**src/rtl/popcount_seq_ctrl_pkg.sv**
```systemverilog
`default_nettype none
// ============================================================================
// Module   : popcount_seq_pkg
// Brief    : Shared sizing constants, state encoding and helpers for the
//            sequential popcount controller.
// Options  : none (POPCNT_EARLY_EXIT_EN is consumed by popcount_seq_ctrl)
// Revision : 1.0 - initial release
// ============================================================================
package popcount_seq_pkg;

   localparam int DATA_W  = 255;
   localparam int CHUNK_W = 32;
   localparam int NCHUNK  = (DATA_W + CHUNK_W - 1) / CHUNK_W;
   localparam int CNT_W   = $clog2(DATA_W + 1);
   localparam int IDX_W   = (NCHUNK > 1) ? $clog2(NCHUNK) : 1;
   localparam int PC_W    = $clog2(CHUNK_W + 1);
   localparam int SH_W    = NCHUNK * CHUNK_W;

   typedef enum logic [1:0] {
      IDLE  = 2'd0,
      COUNT = 2'd1,
      DONE  = 2'd2
   } state_e;

   // Zero-extend one chunk count to accumulator width.
   function automatic logic [CNT_W-1:0] zext_cnt(input logic [PC_W-1:0] c);
      return {{(CNT_W - PC_W){1'b0}}, c};
   endfunction

endpackage
`default_nettype wire

```
**src/rtl/popcount_seq_ctrl_if.sv**
```systemverilog
`default_nettype none
// ============================================================================
// Module   : popcount_seq_ctrl_if
// Brief    : Input-vector and result handshakes of the sequential popcount
//            controller. The controller binds the slave modport.
// Options  : none
// Revision : 1.0 - initial release
// ============================================================================
interface popcount_seq_ctrl_if;

   logic [popcount_seq_pkg::DATA_W-1:0] in;
   logic                                in_valid;
   logic                                in_ready;
   logic [popcount_seq_pkg::CNT_W-1:0]  out;
   logic                                out_valid;
   logic                                out_ready;
   logic                                busy;

   modport slave (
      input  in, in_valid, out_ready,
      output in_ready, out, out_valid, busy
   );

   modport master (
      output in, in_valid, out_ready,
      input  in_ready, out, out_valid, busy
   );

endinterface
`default_nettype wire

```
**src/rtl/popcount_seq_ctrl_chunk.sv**
```systemverilog
`default_nettype none
// ============================================================================
// Module   : popcount_chunk
// Brief    : Purely combinational population count of one CHUNK_W-bit chunk.
//            Shared by the controller across all chunks of a vector.
// Options  : none
// Revision : 1.0 - initial release
// ============================================================================
module popcount_chunk #(
   parameter int CHUNK_W = 32,
   parameter int OUT_W   = $clog2(CHUNK_W + 1)
) (
   input  logic [CHUNK_W-1:0] chunk_i,
   output logic [OUT_W-1:0]   count_o
);

   // Add up every bit of the chunk.
   always_comb begin
      count_o = '0;
      for (int i = 0; i < CHUNK_W; i++) begin
         count_o = count_o + OUT_W'(chunk_i[i]);
      end
   end

endmodule
`default_nettype wire

```
**src/rtl/popcount_seq_ctrl.sv**
```systemverilog
`default_nettype none
// ============================================================================
// Module   : popcount_seq_ctrl
// Brief    : Counts the set bits of a DATA_W-bit vector by walking it
//            LSB-first, one CHUNK_W chunk per cycle, through a single shared
//            popcount_chunk instance, then offers the total on a handshake.
// Options  : POPCNT_EARLY_EXIT_EN - finish as soon as the remaining chunks
//            are all zero instead of always walking NCHUNK chunks.
// Revision : 1.0 - initial release
// ============================================================================
module popcount_seq_ctrl
   import popcount_seq_pkg::*;
(
   input  logic                clk,
   input  logic                resetn,
   popcount_seq_ctrl_if.slave  bus
);

   localparam logic [1:0] S_IDLE  = IDLE;
   localparam logic [1:0] S_COUNT = COUNT;
   localparam logic [1:0] S_DONE  = DONE;

   logic [1:0]       state_q, state_d;
   logic [SH_W-1:0]  sh_q,    sh_d;
   logic [CNT_W-1:0] acc_q,   acc_d;
   logic [IDX_W-1:0] idx_q,   idx_d;
   logic [PC_W-1:0]  chunk_cnt;

   // The single shared counter always looks at the lowest chunk of sh.
   popcount_chunk #(
      .CHUNK_W (CHUNK_W),
      .OUT_W   (PC_W)
   ) u_chunk (
      .chunk_i (sh_q[CHUNK_W-1:0]),
      .count_o (chunk_cnt)
   );

   // Next-state: accept in IDLE, accumulate-and-shift in COUNT, hold in DONE.
   always_comb begin
      state_d = state_q;
      sh_d    = sh_q;
      acc_d   = acc_q;
      idx_d   = idx_q;
      case (state_q)
         S_IDLE: begin
            if (bus.in_valid) begin
               // Pad bits above DATA_W stay zero so they never count.
               sh_d             = '0;
               sh_d[DATA_W-1:0] = bus.in;
               acc_d            = '0;
               idx_d            = '0;
               state_d          = S_COUNT;
            end
         end
         S_COUNT: begin
            acc_d = acc_q + zext_cnt(chunk_cnt);
            sh_d  = sh_q >> CHUNK_W;
            idx_d = idx_q + IDX_W'(1);
            if (idx_q == IDX_W'(NCHUNK - 1)) begin
               state_d = S_DONE;
            end
`ifdef POPCNT_EARLY_EXIT_EN
            // Nothing left to count: the total is already final.
            if (sh_d == '0) begin
               state_d = S_DONE;
            end
`endif
         end
         S_DONE: begin
            if (bus.out_ready) begin
               state_d = S_IDLE;
            end
         end
         default: begin
            state_d = S_IDLE;
         end
      endcase
   end

   // State registers; reset discards any in-flight vector.
   always_ff @(posedge clk) begin
      if (!resetn) begin
         state_q <= S_IDLE;
         sh_q    <= '0;
         acc_q   <= '0;
         idx_q   <= '0;
      end else begin
         state_q <= state_d;
         sh_q    <= sh_d;
         acc_q   <= acc_d;
         idx_q   <= idx_d;
      end
   end

   assign bus.in_ready  = (state_q == S_IDLE);
   assign bus.out_valid = (state_q == S_DONE);
   assign bus.out       = acc_q;
   assign bus.busy      = (state_q == S_COUNT) || (state_q == S_DONE);

endmodule
`default_nettype wire
```
**src/flat_wrapper.sv**
```systemverilog
// flat-port wrapper written by rule: the top's interface ports become plain ports
module popcount_seq_ctrl_flat import popcount_seq_pkg::*;
  (clk, resetn, bus_in, bus_in_valid, bus_out_ready, bus_in_ready, bus_out, bus_out_valid, bus_busy);
  popcount_seq_ctrl_if bus_i ();
  input  logic clk;
  input  logic resetn;
  input wire logic [$bits(bus_i.in)-1:0] bus_in;
  input wire logic [$bits(bus_i.in_valid)-1:0] bus_in_valid;
  input wire logic [$bits(bus_i.out_ready)-1:0] bus_out_ready;
  output wire logic [$bits(bus_i.in_ready)-1:0] bus_in_ready;
  output wire logic [$bits(bus_i.out)-1:0] bus_out;
  output wire logic [$bits(bus_i.out_valid)-1:0] bus_out_valid;
  output wire logic [$bits(bus_i.busy)-1:0] bus_busy;
  assign bus_i.in = bus_in;
  assign bus_i.in_valid = bus_in_valid;
  assign bus_i.out_ready = bus_out_ready;
  assign bus_in_ready = bus_i.in_ready;
  assign bus_out = bus_i.out;
  assign bus_out_valid = bus_i.out_valid;
  assign bus_busy = bus_i.busy;
  popcount_seq_ctrl u_core (.clk(clk), .resetn(resetn), .bus(bus_i));
endmodule
```
**config.mk**
```make
export PLATFORM = sky130hd
export DESIGN_NAME = popcount_seq_ctrl_flat
export DESIGN_NICKNAME = d
export VERILOG_FILES = /design/src/rtl/popcount_seq_ctrl_pkg.sv /design/src/rtl/popcount_seq_ctrl_if.sv /design/src/rtl/popcount_seq_ctrl_chunk.sv /design/src/rtl/popcount_seq_ctrl.sv /design/src/flat_wrapper.sv
export SDC_FILE = /design/constraint.sdc
export NUM_CORES = 1
export LEC_CHECK = 0
export ABC_AREA = 1
export ABC_CLOCK_PERIOD_IN_PS = 10500
export CAP_MARGIN = 5
export CELL_PAD_IN_SITES_DETAIL_PLACEMENT = 0
export CELL_PAD_IN_SITES_GLOBAL_PLACEMENT = 1
export CORE_UTILIZATION = 39
export DETAILED_ROUTE_END_ITERATION = 10
export GPL_ROUTABILITY_DRIVEN = 0
export HOLD_SLACK_MARGIN = 0.15
export PLACE_DENSITY = 0.95
export SYNTH_ARGS = -nofsm -noshare
export SYNTH_HDL_FRONTEND = slang
export SYNTH_SLANG_ARGS = --single-unit
export TNS_END_PERCENT = 50
```
**constraint.sdc**
```tcl
create_clock -name clk -period 10.5 [get_ports clk]
set_input_delay 2.1 -clock clk [delete_from_list [all_inputs] [get_ports clk]]
set_output_delay 2.1 -clock clk [all_outputs]
set_load 0.005 [all_outputs]
```
==> out/results.ini <==
[setup_path]
slowest_stage = fa_1
critPathKind = register to register
cp_max_fo = 3
cp_top_family = adder cells
cp-start-kind = register
reg2reg_depth = 17
crit_path_cell_trace = inv_1 -> fa_1 -> fa_1 -> fa_1 -> fa_1 -> fa_1 -> fa_1 -> fa_1 -> fa_1 -> inv_1 -> nand2_1 -> nand2_1 -> nand3_1 -> nand2_1 -> nand2_1 -> nand3_1 -> a21oi_1
r2r-start = u_core.sh_q[23]
path_buf_inv = 2
r2r-end = u_core.bus.out[6]
critical_path_arrival_ps = 5370
cpMostUsedCell = fa_1
slowest_delay_ps = 570
ff2ff_setup_slack_ps = 5500
worst_setup_path_end_kind = register
required_ps = 10870

[hold_path]
hold_depth = 2
hold-path-endpoint = u_core.sh_q[244]
hp-start = u_core.sh_q[244]
hold_class = register to register

[clock_network]
cts_tree = yes
numCtsBuffers = 29
hold_buffers = 0
post-cts-setup-buffers = 0
htree_levels = 1
ctsResizeCount = 0
cts.clk_slew.worst_paths_ps = 60
insertion_delay_ps = 520
max-clock-path-buffers = 3
cts_sinks = 268
clock-root-buffer = clkbuf_16

[grt]
grtUsageMet3_pct = 3.960
grt_max_degree = 203
grt_overflow = 0
grt_use_total_pct = 22.01
antenna_found_initial = 2
use_met2_pct = 34.85
met1_usage_pct = 30.97
busiest_layer = met2
grt_first_pass_wirelength_mm = 54.36
grt_pass1_vias = 10310

[sta]
min_period_over_period_pct = 47.60
fin_skew_ps = 6.967
fin_crit_ps = 4998
postLayoutSetupSlackWorst_ps = 5502
fmax_mhz = 200.1
worstMarginPinSlew_ps = 1147
setup_viol = 0
hold_violations = 0
rsz0062_at_grt = no
drv_slew = 0
slew_headroom_pct = 23.56
fin_tns_setup_ps = 0

[route]
viasPerCell = 5.109
ant_nets = 0
drt-pass1-iter-count = 5
routed_wl_mm = 34.55
drt_iter0_markers = 996
routedWlPerCell_um = 16.07
drc = 0
route.vias.total = 10980

[power_and_ir_drop]
powerDensity_mw_per_mm2 = 265.5
swShare_pct = 39.58
switchingPower_w = 0.001593
ir_worst_vdd_mv = 0.2133
p_int_w = 0.002432
combPwrFrac_pct = 42.0
sequentialPowerShare_pct = 34.1
p_clk_share_pct = 23.8
p_leak_nw = 5.376

[placed_design]
dpl.hpwl_mm = 23.50
dpl-instance-area_mm2 = 0.01429
post-place-ws_ps = 5431
port_buffers = 269
placed_cells = 2104

[floorplanning]
dieWidth_um = 174.7
die_h_um = 174.7
die-area_mm2 = 0.03052
start_util_pct = 40.09
rows = 62
core_mm2 = 0.02901
io_pins = 270

[job]
maxCapViolCount = 0

[finish]
fill_cells = 2790
design_area_mm2 = 0.01516
area_growth_pct = 30.37
stdcell_count = 2150
nets = 2056
final_common_cell = nand2_1
layout_common_cells = 772 x nand2_1, 269 x clkdlybuf4s50_1, 268 x dfxtp_1
drive_above_1_share_pct = 2.721

[outcome]
status = finished, final reports clean

[synth]
synthTopCellsByArea = dfxtp_1 46%, nand2_1 25%, a31oi_1 12%
synth.avg_cell_area_um2 = 7.465
yosysTopAreaCellShare_pct = 46.13
synth_top_cell_by_area = dfxtp_1
syn-cell-area_mm2 = 0.01163
yosysWarnings = 0
ys_seq_area_share_pct = 46.13
synth.distinct_cells = 24
synth.ff_latch_count = 268
syn_nets = 1863
synth_cells = 1558

## worst reg2reg max path: stages (launching register included)
cell and delay, ps:
dfxtp_1 340, inv_1 70, fa_1 570, fa_1 440, fa_1 550, fa_1 450
fa_1 550, fa_1 450, fa_1 430, fa_1 430, inv_1 70, nand2_1 60
nand2_1 100, nand3_1 90, nand2_1 70, nand2_1 40, nand3_1 60, a21oi_1 70
## final cells by class
class / count / area, um2 / area share, %
flip-flops and latches: 268 / 5365 / 35.38
clock inverters: 4 / 73.82 / 0.4868
diodes: 2 / 5.005 / 0.03301
clock buffers: 40 / 797.0 / 5.256
well taps: 384 / 480.5 / 3.169
inverters: 63 / 259.0 / 1.708
repair buffers: 273 / 2735 / 18.04
multi-input cells: 1116 / 5448 / 35.93
## cells in the mapped netlist
cell and count:
fa_1 26, inv_2 2, a31oi_1 223, buf_8 1
o22ai_1 1, ha_1 20, nand3_1 7, buf_2 67
o221ai_1 1, nand2_1 772, clkbuf_1 32, nand3b_1 1
a32oi_1 1, or2_2 2, nand2_2 2, a21oi_1 44
o21ai_0 2, nand4_1 1, nor2_2 1, buf_4 2
inv_1 61, nor2_1 12, buf_6 9, dfxtp_1 268
## kinds of logic (layout without fill, tap and decap cells)
group,count (synthesis),after routing,synth area share (%)
adders and majority gates,46,46,6.627
DFF,268,268,46.13
other,0,2,0
AOI/OAI and AO/OA,272,272,14.18
buffers and inverters,174,380,7.078
and+or+nand+nor,798,798,25.99
## power groups by stage
stage / combinational [W] / clock [W] / sequential [W]
floorplan: 0.00126 / 0 / 0.00135
global placement: 0.00165 / 0 / 0.00138
detailed placement: 0.00169 / 0 / 0.00139
CTS: 0.00171 / 0.000975 / 0.00137
global route: 0.00189 / 0.00102 / 0.00140
finish: 0.00169 / 0.000959 / 0.00137
## per-stage QoR
stage | hold WS [ps] | total power, W | util [%]
after floorplan | 428.3 | 0.002609 | -
after global placement | 447.5 | 0.003039 | 49.25
after detailed placement | 452.1 | 0.003084 | 49.25
after CTS | 461.0 | 0.004055 | 52.25
after global routing | 472.4 | 0.004305 | 52.26
final | 459.0 | 0.004025 | 52.26
## layer usage
metal  up-vias  routed length [um]  part of all wire (%)
met1      5075               15910                    46
met5         -                   0                     0
met2       401               15680                    45
met4         0                 606                   1.8
li1       5470                   -                     -
met3        38                2359                   6.8
## state kept, by name, indices dropped and copies added, names as in the netlist
register	cells
u_core.sh_q	255
u_core.bus.out	8
u_core.idx_q	3
u_core.state_q	2
## how the worst max path moves through the flow
stage | cells past startpoint | start | slack, ps | end
floorplan | 17 | u_core.sh_q[23] | 5850 | u_core.bus.out[6]
global placement | 9 | bus_in_valid | 5520 | u_core.sh_q[52]
detailed placement | 9 | bus_in_valid | 5430 | u_core.sh_q[55]
CTS | 17 | u_core.sh_q[23] | 5500 | u_core.bus.out[6]
global route | 17 | u_core.sh_q[23] | 5310 | u_core.bus.out[6]
finish | 17 | u_core.sh_q[23] | 5500 | u_core.bus.out[6]
Note: power is estimated with default switching activity, not from simulation.
